$ cat config.mk
export PLATFORM = sky130hd
export DESIGN_NAME = fetch_unit
export DESIGN_NICKNAME = d
export VERILOG_FILES = /design/src/rtl/fetch_pkg.sv /design/src/rtl/fetch_queue.sv /design/src/rtl/fetch_unit.sv
export SDC_FILE = /design/constraint.sdc
export NUM_CORES = 1
export LEC_CHECK = 0
export CAP_MARGIN = 5
export CORE_ASPECT_RATIO = 1.2
export CORE_MARGIN = 10
export CORE_UTILIZATION = 38
export CTS_BUF_LIST = sky130_fd_sc_hd__clkbuf_4
export CTS_CLUSTER_DIAMETER = 40
export CTS_CLUSTER_SIZE = 30
export DETAILED_ROUTE_END_ITERATION = 16
export GPL_ROUTABILITY_DRIVEN = 0
export GPL_TIMING_DRIVEN = 0
export SLEW_MARGIN = 20
export SYNTH_ARGS = -nofsm -noshare
export SYNTH_HDL_FRONTEND = slang
export SYNTH_HIERARCHICAL = 1
export SYNTH_SLANG_ARGS = --single-unit
$ cat constraint.sdc
create_clock -name clock -period 11.3 [get_ports clock]
set_input_delay 2.26 -clock clock [delete_from_list [all_inputs] [get_ports clock]]
set_output_delay 2.26 -clock clock [all_outputs]
set_load 0.05 [all_outputs]
$ cat src/rtl/fetch_pkg.sv
// Shared types and constants for the instruction-fetch stage.
package fetch_pkg;

   localparam int          INSTR_W = 32;
   localparam logic [31:0] PC_INC  = 32'd4;

   typedef struct packed {
      logic [31:0]        pc;
      logic [INSTR_W-1:0] data;
      logic               filled;
   } fetch_entry_t;

   // Ceiling log2 for sizing queue pointers; DEPTH is a power of 2.
   function automatic int depth_log2(input int depth);
      depth_log2 = 0;
      for (int i = 0; i < 31; i++) begin
         if ((1 << i) < depth) depth_log2 = i + 1;
      end
   endfunction

endpackage

$ cat src/rtl/fetch_queue.sv
// In-order fetch buffer: entries are allocated at request time, filled by
// memory responses in request order, and popped by decode.
module fetch_queue
   import fetch_pkg::*;
#(
   parameter  int DEPTH = 4,
   localparam int AW    = depth_log2(DEPTH),
   localparam int CW    = AW + 1
) (
   input  logic               clock,
   input  logic               reset,
   input  logic               flush,
   input  logic               alloc,
   input  logic [31:0]        alloc_pc,
   input  logic               fill,
   input  logic [INSTR_W-1:0] fill_data,
   input  logic               pop,
   output logic               head_valid,
   output logic [31:0]        head_pc,
   output logic [INSTR_W-1:0] head_data,
   output logic [CW-1:0]      alloc_count,
   output logic [CW-1:0]      unfilled_count
);

   fetch_entry_t  entries [DEPTH];
   logic [AW-1:0] alloc_ptr;
   logic [AW-1:0] fill_ptr;
   logic [AW-1:0] pop_ptr;
   logic          do_alloc;
   logic          do_fill;
   logic          do_pop;

   assign head_valid = (alloc_count != '0) && entries[pop_ptr].filled;
   assign head_pc    = entries[pop_ptr].pc;
   assign head_data  = entries[pop_ptr].data;

   // Guards keep a misbehaving neighbour from corrupting pointers.
   assign do_alloc = alloc && (alloc_count != CW'(DEPTH));
   assign do_fill  = fill && (unfilled_count != '0);
   assign do_pop   = pop && head_valid;

   always_ff @(posedge clock or posedge reset) begin
      if (reset) begin
         for (int i = 0; i < DEPTH; i++) entries[i] <= '0;
         alloc_ptr      <= '0;
         fill_ptr       <= '0;
         pop_ptr        <= '0;
         alloc_count    <= '0;
         unfilled_count <= '0;
      end else if (flush) begin
         for (int i = 0; i < DEPTH; i++) entries[i].filled <= 1'b0;
         alloc_ptr      <= '0;
         fill_ptr       <= '0;
         pop_ptr        <= '0;
         alloc_count    <= '0;
         unfilled_count <= '0;
      end else begin
         if (do_alloc) begin
            entries[alloc_ptr].pc     <= alloc_pc;
            entries[alloc_ptr].data   <= '0;
            entries[alloc_ptr].filled <= 1'b0;
            alloc_ptr                 <= alloc_ptr + AW'(1);
         end
         if (do_fill) begin
            entries[fill_ptr].data   <= fill_data;
            entries[fill_ptr].filled <= 1'b1;
            fill_ptr                 <= fill_ptr + AW'(1);
         end
         if (do_pop) pop_ptr <= pop_ptr + AW'(1);
         alloc_count    <= alloc_count + CW'(do_alloc) - CW'(do_pop);
         unfilled_count <= unfilled_count + CW'(do_alloc) - CW'(do_fill);
      end
   end

endmodule

$ cat src/rtl/fetch_unit.sv
// Instruction-fetch stage: owns the PC, issues sequential fetches, buffers
// returned words for decode, and squashes in-flight work on a taken branch.
module fetch_unit
   import fetch_pkg::*;
#(
   parameter logic [31:0] RESET_PC = 32'h0000_0000,
   parameter int          DEPTH    = 4
) (
   input  logic               clock,
   input  logic               reset,
   input  logic               redirect,
   input  logic [31:0]        redirect_pc,
   output logic               imem_req_valid,
   output logic [31:0]        imem_req_addr,
   input  logic               imem_req_ready,
   input  logic               imem_resp_valid,
   input  logic [INSTR_W-1:0] imem_resp_data,
   output logic               inst_valid,
   output logic [INSTR_W-1:0] inst_data,
   output logic [31:0]        inst_pc,
   input  logic               inst_ready
);

   localparam int CW = depth_log2(DEPTH) + 1;

   logic [31:0]   pc;
   logic [CW-1:0] squash;
   logic [CW-1:0] alloc_count;
   logic [CW-1:0] unfilled_count;
   logic [CW:0]   in_flight;
   logic          accept;
   logic          resp_squash;
   logic          resp_fill;

   // Squashed responses still occupy memory slots, so they count against DEPTH.
   assign in_flight      = {1'b0, alloc_count} + {1'b0, squash};
   assign imem_req_valid = !reset && !redirect && (in_flight < (CW + 1)'(DEPTH));
   assign imem_req_addr  = pc;
   assign accept         = imem_req_valid && imem_req_ready;

   assign resp_squash = imem_resp_valid && (squash != '0);
   assign resp_fill   = imem_resp_valid && (squash == '0) && (unfilled_count != '0);

   always_ff @(posedge clock or posedge reset) begin
      if (reset) begin
         pc     <= RESET_PC;
         squash <= '0;
      end else if (redirect) begin
         pc     <= {redirect_pc[31:2], 2'b00};
         squash <= squash + unfilled_count - CW'(resp_squash || resp_fill);
      end else begin
         if (accept) pc <= pc + PC_INC;
         if (resp_squash) squash <= squash - CW'(1);
      end
   end

   fetch_queue #(
      .DEPTH (DEPTH)
   ) u_queue (
      .clock          (clock),
      .reset          (reset),
      .flush          (redirect),
      .alloc          (accept),
      .alloc_pc       (pc),
      .fill           (resp_fill),
      .fill_data      (imem_resp_data),
      .pop            (inst_ready),
      .head_valid     (inst_valid),
      .head_pc        (inst_pc),
      .head_data      (inst_data),
      .alloc_count    (alloc_count),
      .unfilled_count (unfilled_count)
   );

endmodule

==> flow_summary.html <==
<table>
<tr><th>Metric</th><th>Value</th></tr>
<tr><th colspan="2">Outcome</th></tr>
<tr><td>Outcome</td><td>completed</td></tr>
<tr><th colspan="2">Floorplanning</th></tr>
<tr><td>Die outline height</td><td>238 um</td></tr>
<tr><td>Initial core utilization</td><td>0.385</td></tr>
<tr><td>Area of the die</td><td>47900 sq um</td></tr>
<tr><td>Chip Width</td><td>a little over 200 um</td></tr>
<tr><td>Core box area</td><td>38900 sq um</td></tr>
<tr><td>Number of placed I/O pins</td><td>168</td></tr>
<tr><td>Floorplan row count</td><td>79</td></tr>
<tr><th colspan="2">STA</th></tr>
<tr><td>Final critical-path share of the clock period</td><td>0.594</td></tr>
<tr><td>Final Hold Violating Endpoints</td><td>0</td></tr>
<tr><td>Worst-case headroom to the max-slew limit</td><td>0.492</td></tr>
<tr><td>Worst-Margin Slew</td><td>761 ps</td></tr>
<tr><td>Maximum operating frequency</td><td>between 100 and 150 MHz</td></tr>
<tr><td>Max-slew violation count</td><td>0</td></tr>
<tr><td>Minimum setup slack in the final design</td><td>4590 ps</td></tr>
<tr><td>Minimum hold slack</td><td>490 ps</td></tr>
<tr><td>Final setup violation count</td><td>0</td></tr>
<tr><td>RSZ-0062 raised after global routing</td><td>no</td></tr>
<tr><td>Clock Skew</td><td>between 40 and 50 ps</td></tr>
<tr><td>Setup TNS after final layout</td><td>0 ps</td></tr>
<tr><td>Min Clock Period, post-route</td><td>6710 ps</td></tr>
<tr><th colspan="2">Finish</th></tr>
<tr><td>Proportion of layout cells with a drive suffix above 1</td><td>0.245</td></tr>
<tr><td>Filler Cell Count</td><td>3627</td></tr>
<tr><td>Layout net count</td><td>1491</td></tr>
<tr><td>Finished Cell Area</td><td>roughly 18000 sq um</td></tr>
<tr><td>Area grow syn2layout</td><td>21.0%</td></tr>
<tr><td>Most used cells in the layout excluding fill and tap cells</td><td>dfrtp_1 (305), clkdlybuf4s50_1 (163), o21ai_0 (82)</td></tr>
<tr><td>Commonest non-fill, non-tap cell in the layout</td><td>dfrtp_1</td></tr>
<tr><th colspan="2">Synth</th></tr>
<tr><td>Summed instance area of the synthesized netlist</td><td>15000 sq um</td></tr>
<tr><td>Sequential fraction of the synthesis area</td><td>0.509</td></tr>
<tr><td>Multiplexer share of the synthesized area</td><td>0.240</td></tr>
<tr><td>Number of enable flip-flop cells after synthesis</td><td>0</td></tr>
<tr><td>Synth Area per Inst</td><td>12.8 sq um</td></tr>
<tr><td>Simple-gate portion of the synthesized area</td><td>0.0810</td></tr>
<tr><td>Adder-Cell Fraction of Synth Area</td><td>0.0199</td></tr>
<tr><td>Fraction of synthesized cell area taken by the top area cell type</td><td>0.509</td></tr>
<tr><td>Count of synthesis-stage warnings from yosys</td><td>6</td></tr>
<tr><td>Main synth FF type</td><td>dfrtp_1</td></tr>
<tr><td>Dominant combinational cell family by area after synthesis</td><td>multiplexers</td></tr>
<tr><td>Distinct cell type count after synthesis</td><td>59</td></tr>
<tr><td>Compound-cell area share of the yosys netlist</td><td>0.0946</td></tr>
<tr><td>Top area cells in the synthesized netlist</td><td>dfrtp_1 (51%), mux4_2 (9.6%), mux2_2 (5.2%)</td></tr>
<tr><td>XOR/XNOR Fraction of Synth Area</td><td>0.00584</td></tr>
<tr><td>Number of cells produced by synthesis</td><td>1174</td></tr>
<tr><td>Share of flip-flops with an asynchronous set or reset</td><td>1.00</td></tr>
<tr><td>Area leader, netlist</td><td>dfrtp_1</td></tr>
<tr><td>Number of flip-flops and latches in the synthesized netlist</td><td>between 300 and 400</td></tr>
<tr><th colspan="2">Placed design</th></tr>
<tr><td>Worst slack at placement</td><td>4610 ps</td></tr>
<tr><td>Placed Area</td><td>17400 sq um</td></tr>
<tr><td>Detailed Place HPWL</td><td>29.9 mm</td></tr>
<tr><td>Count of port buffers added during placement</td><td>163</td></tr>
<tr><th colspan="2">Setup path</th></tr>
<tr><td>Max stage delay cell, worst path</td><td>clkdlybuf4s50_1</td></tr>
<tr><td>Critical register-to-register path startpoint</td><td>u_queue/alloc_count[2]</td></tr>
<tr><td>Data arrival time at the worst-slack endpoint</td><td>4450 ps</td></tr>
<tr><td>Maximum single-stage delay on the critical path</td><td>830 ps</td></tr>
<tr><td>Critical path data required time</td><td>9040 ps</td></tr>
<tr><td>Kind of cell with the highest combined delay on the critical path</td><td>buffers and inverters</td></tr>
<tr><td>Largest driver fanout on the critical path</td><td>10</td></tr>
<tr><td>Cells along the critical path</td><td>clkdlybuf4s50_1 &gt; nor4_2 &gt; and3_1 &gt; clkdlybuf4s50_1</td></tr>
<tr><td>Kind of launch point of the worst setup path</td><td>input port</td></tr>
<tr><td>WS Path Type</td><td>in2out</td></tr>
<tr><td>CP dominant cell by count</td><td>clkdlybuf4s50_1</td></tr>
<tr><td>Number of buffers and inverters on the critical path</td><td>2</td></tr>
<tr><td>Critical path origin</td><td>redirect</td></tr>
<tr><td>Nature of the critical path endpoint</td><td>output port</td></tr>
<tr><th colspan="2">Global routing</th></tr>
<tr><td>GRT Util Overall</td><td>0.179</td></tr>
<tr><td>Maximum number of pins on one net before global-route repair</td><td>103</td></tr>
<tr><td>Global-route congestion overflow total</td><td>0</td></tr>
<tr><td>Via count of the first global-routing pass</td><td>11456</td></tr>
<tr><td>Number of antenna violations at the first check in global routing</td><td>3</td></tr>
<tr><td>Global-route wire length before repair</td><td>68.4 mm</td></tr>
<tr><th colspan="2">CTS</th></tr>
<tr><td>Max H-tree Level</td><td>2</td></tr>
<tr><td>Clock latency reported for the late side of the worst-skew pair</td><td>approximately 730 ps</td></tr>
<tr><td>Number of buffers on the longest clock path</td><td>3</td></tr>
<tr><td>Clock root buffer master</td><td>clkbuf_4</td></tr>
<tr><td>Hold-fix buffer count after cts</td><td>0</td></tr>
<tr><td>CTS resizes</td><td>0</td></tr>
<tr><td>CTS sink cnt</td><td>~310</td></tr>
<tr><td>Number of buffers inserted during clock tree synthesis</td><td>a little under 50</td></tr>
<tr><td>Clock tree from TritonCTS</td><td>done</td></tr>
<tr><td>Post CTS Setup Buffer Count</td><td>0</td></tr>
<tr><td>Clock transition at the registers of the reported paths</td><td>80 ps</td></tr>
<tr><th colspan="2">Power</th></tr>
<tr><td>Worst vdd ir</td><td>0.000108 V</td></tr>
<tr><td>Sequential share of power</td><td>0.449</td></tr>
<tr><td>Final Power</td><td>0.00280 W</td></tr>
<tr><td>Pint</td><td>0.00183 W</td></tr>
<tr><td>Clock network fraction of design power</td><td>0.294</td></tr>
<tr><td>Leakage power</td><td>8.83 nW</td></tr>
<tr><td>Sw Pwr</td><td>roughly 0.00097 W</td></tr>
<tr><td>Total power density per cell area</td><td>approximately 150 nW/um^2</td></tr>
<tr><td>Proportion of total power due to net switching</td><td>0.346</td></tr>
<tr><td>Part of the power in combinational logic</td><td>0.256</td></tr>
<tr><th colspan="2">Drt</th></tr>
<tr><td>DRT Pass-1 Iters</td><td>5</td></tr>
<tr><td>Via count of the routed design</td><td>10726</td></tr>
<tr><td>Remaining DRCs</td><td>0</td></tr>
<tr><td>Final wirelength</td><td>43.6 mm</td></tr>
<tr><td>DRT antenna net count</td><td>0</td></tr>
<tr><td>Routed len/inst</td><td>around 22 um</td></tr>
<tr><td>Iteration-0 DRC Markers</td><td>645</td></tr>
<tr><td>Average vias per placed instance</td><td>5.46</td></tr>
<tr><th colspan="2">Worst hold path</th></tr>
<tr><td>Min-delay worst type</td><td>reg2reg</td></tr>
<tr><td>Source of the worst hold timing path</td><td>u_queue/entries[98]</td></tr>
<tr><th colspan="2">Flow run</th></tr>
<tr><td>Max-Cap Viols</td><td>0</td></tr>
</table>
## kinds of logic (layout without fill, tap and decap cells)
kind of cell	after synthesis	after routing
fa+ha+maj	22	22
mux	264	264
compound gates	204	204
buf+inv	150	405
xor+xnor	10	10
simple gates	218	218
other cells	1	12
flops	305	305
## path summary, 6_finish.rpt
path | cells past startpoint | slack [ps] | endpoint
worst max-delay path | 4 | 4590 | imem_req_valid
worst min-delay path | 1 | 490 | u_queue/entries[98]
worst max register to register | 10 | 7480 | u_queue/entries[181]
worst min register to register | 1 | 490 | u_queue/entries[98]
max in group asynchronous | 4 | 7760 | u_queue/entries[22]
min in group asynchronous | 2 | 2190 | u_queue/entries[245]
## synthesized netlist by cell type, types with 12 or more instances
library cell,instances
dfrtp_1,305
o21ai_0,82
mux2i_1,71
mux2_2,69
and3_1,68
a31o_2,64
mux4_2,64
mux2_1,60
inv_1,59
nand2_1,49
clkbuf_1,34
buf_2,26
nor2_1,25
nand3_1,24
ha_1,19
buf_4,14
o211ai_1,13
o311ai_0,13
a21oi_1,12
buf_6,12
## power by group through the flow
stage	Sequential [W]	Combinational, W	Clock (W)
global route	0.00127	0.000763	0.000903
floorplan	0.00129	0.000453	0
detailed placement	0.00128	0.000727	0
CTS	0.00126	0.000729	0.000855
finish	0.00126	0.000717	0.000825
global placement	0.00128	0.000720	0
## worst reg2reg max path, cell delays in order (launching register included)
cell and delay (ps):
dfrtp_1 460, ha_1 310, nor4_2 390, nand4_1 310
inv_2 200, buf_2 320, buf_2 270, nand3b_1 290
nor2_2 520, buf_6 270, mux2_2 350
## cell type report
cell class / count / area, sq um / area share
flip-flops and latches: 305 / 7630 / 0.421
multi-input cells: 728 / 6660 / 0.367
repair buffers: 165 / 1690 / 0.0929
well taps: 526 / 658 / 0.0363
plain buffers: 90 / 515 / 0.0284
clock buffers: 58 / 435 / 0.0240
clock inverters: 32 / 320 / 0.0177
inverters: 60 / 233 / 0.0128
diodes: 2 / 5.00 / 0.000276
## metrics by stage
step / util / instances
6_report: 0.466 / 1966
3_5_place_dp: 0.446 / 1874
3_3_place_gp: 0.445 / 1872
4_1_cts: 0.466 / 1964
5_1_grt: 0.466 / 1965
2_1_floorplan: - / 1183
## sequential cells by signal (all words and copies together), names as in the netlist
name	cells
u_queue/entries	260
imem_req_addr	30
squash	3
u_queue/alloc_count	3
u_queue/unfilled_count	3
u_queue/alloc_ptr	2
u_queue/fill_ptr	2
u_queue/pop_ptr	2
## layer usage
| layer | up-vias | wire, um | GRT usage |
|---|---|---|---|
| met5 | - | 0 | 0 |
| met1 | 5546 | 19000 | 0.230 |
| met2 | 317 | 21500 | 0.304 |
| met3 | 61 | 2320 | 0.0371 |
| met4 | 0 | 719 | 0.0449 |
| li1 | 4802 | - | - |
Power figures use the tool's default switching activity.
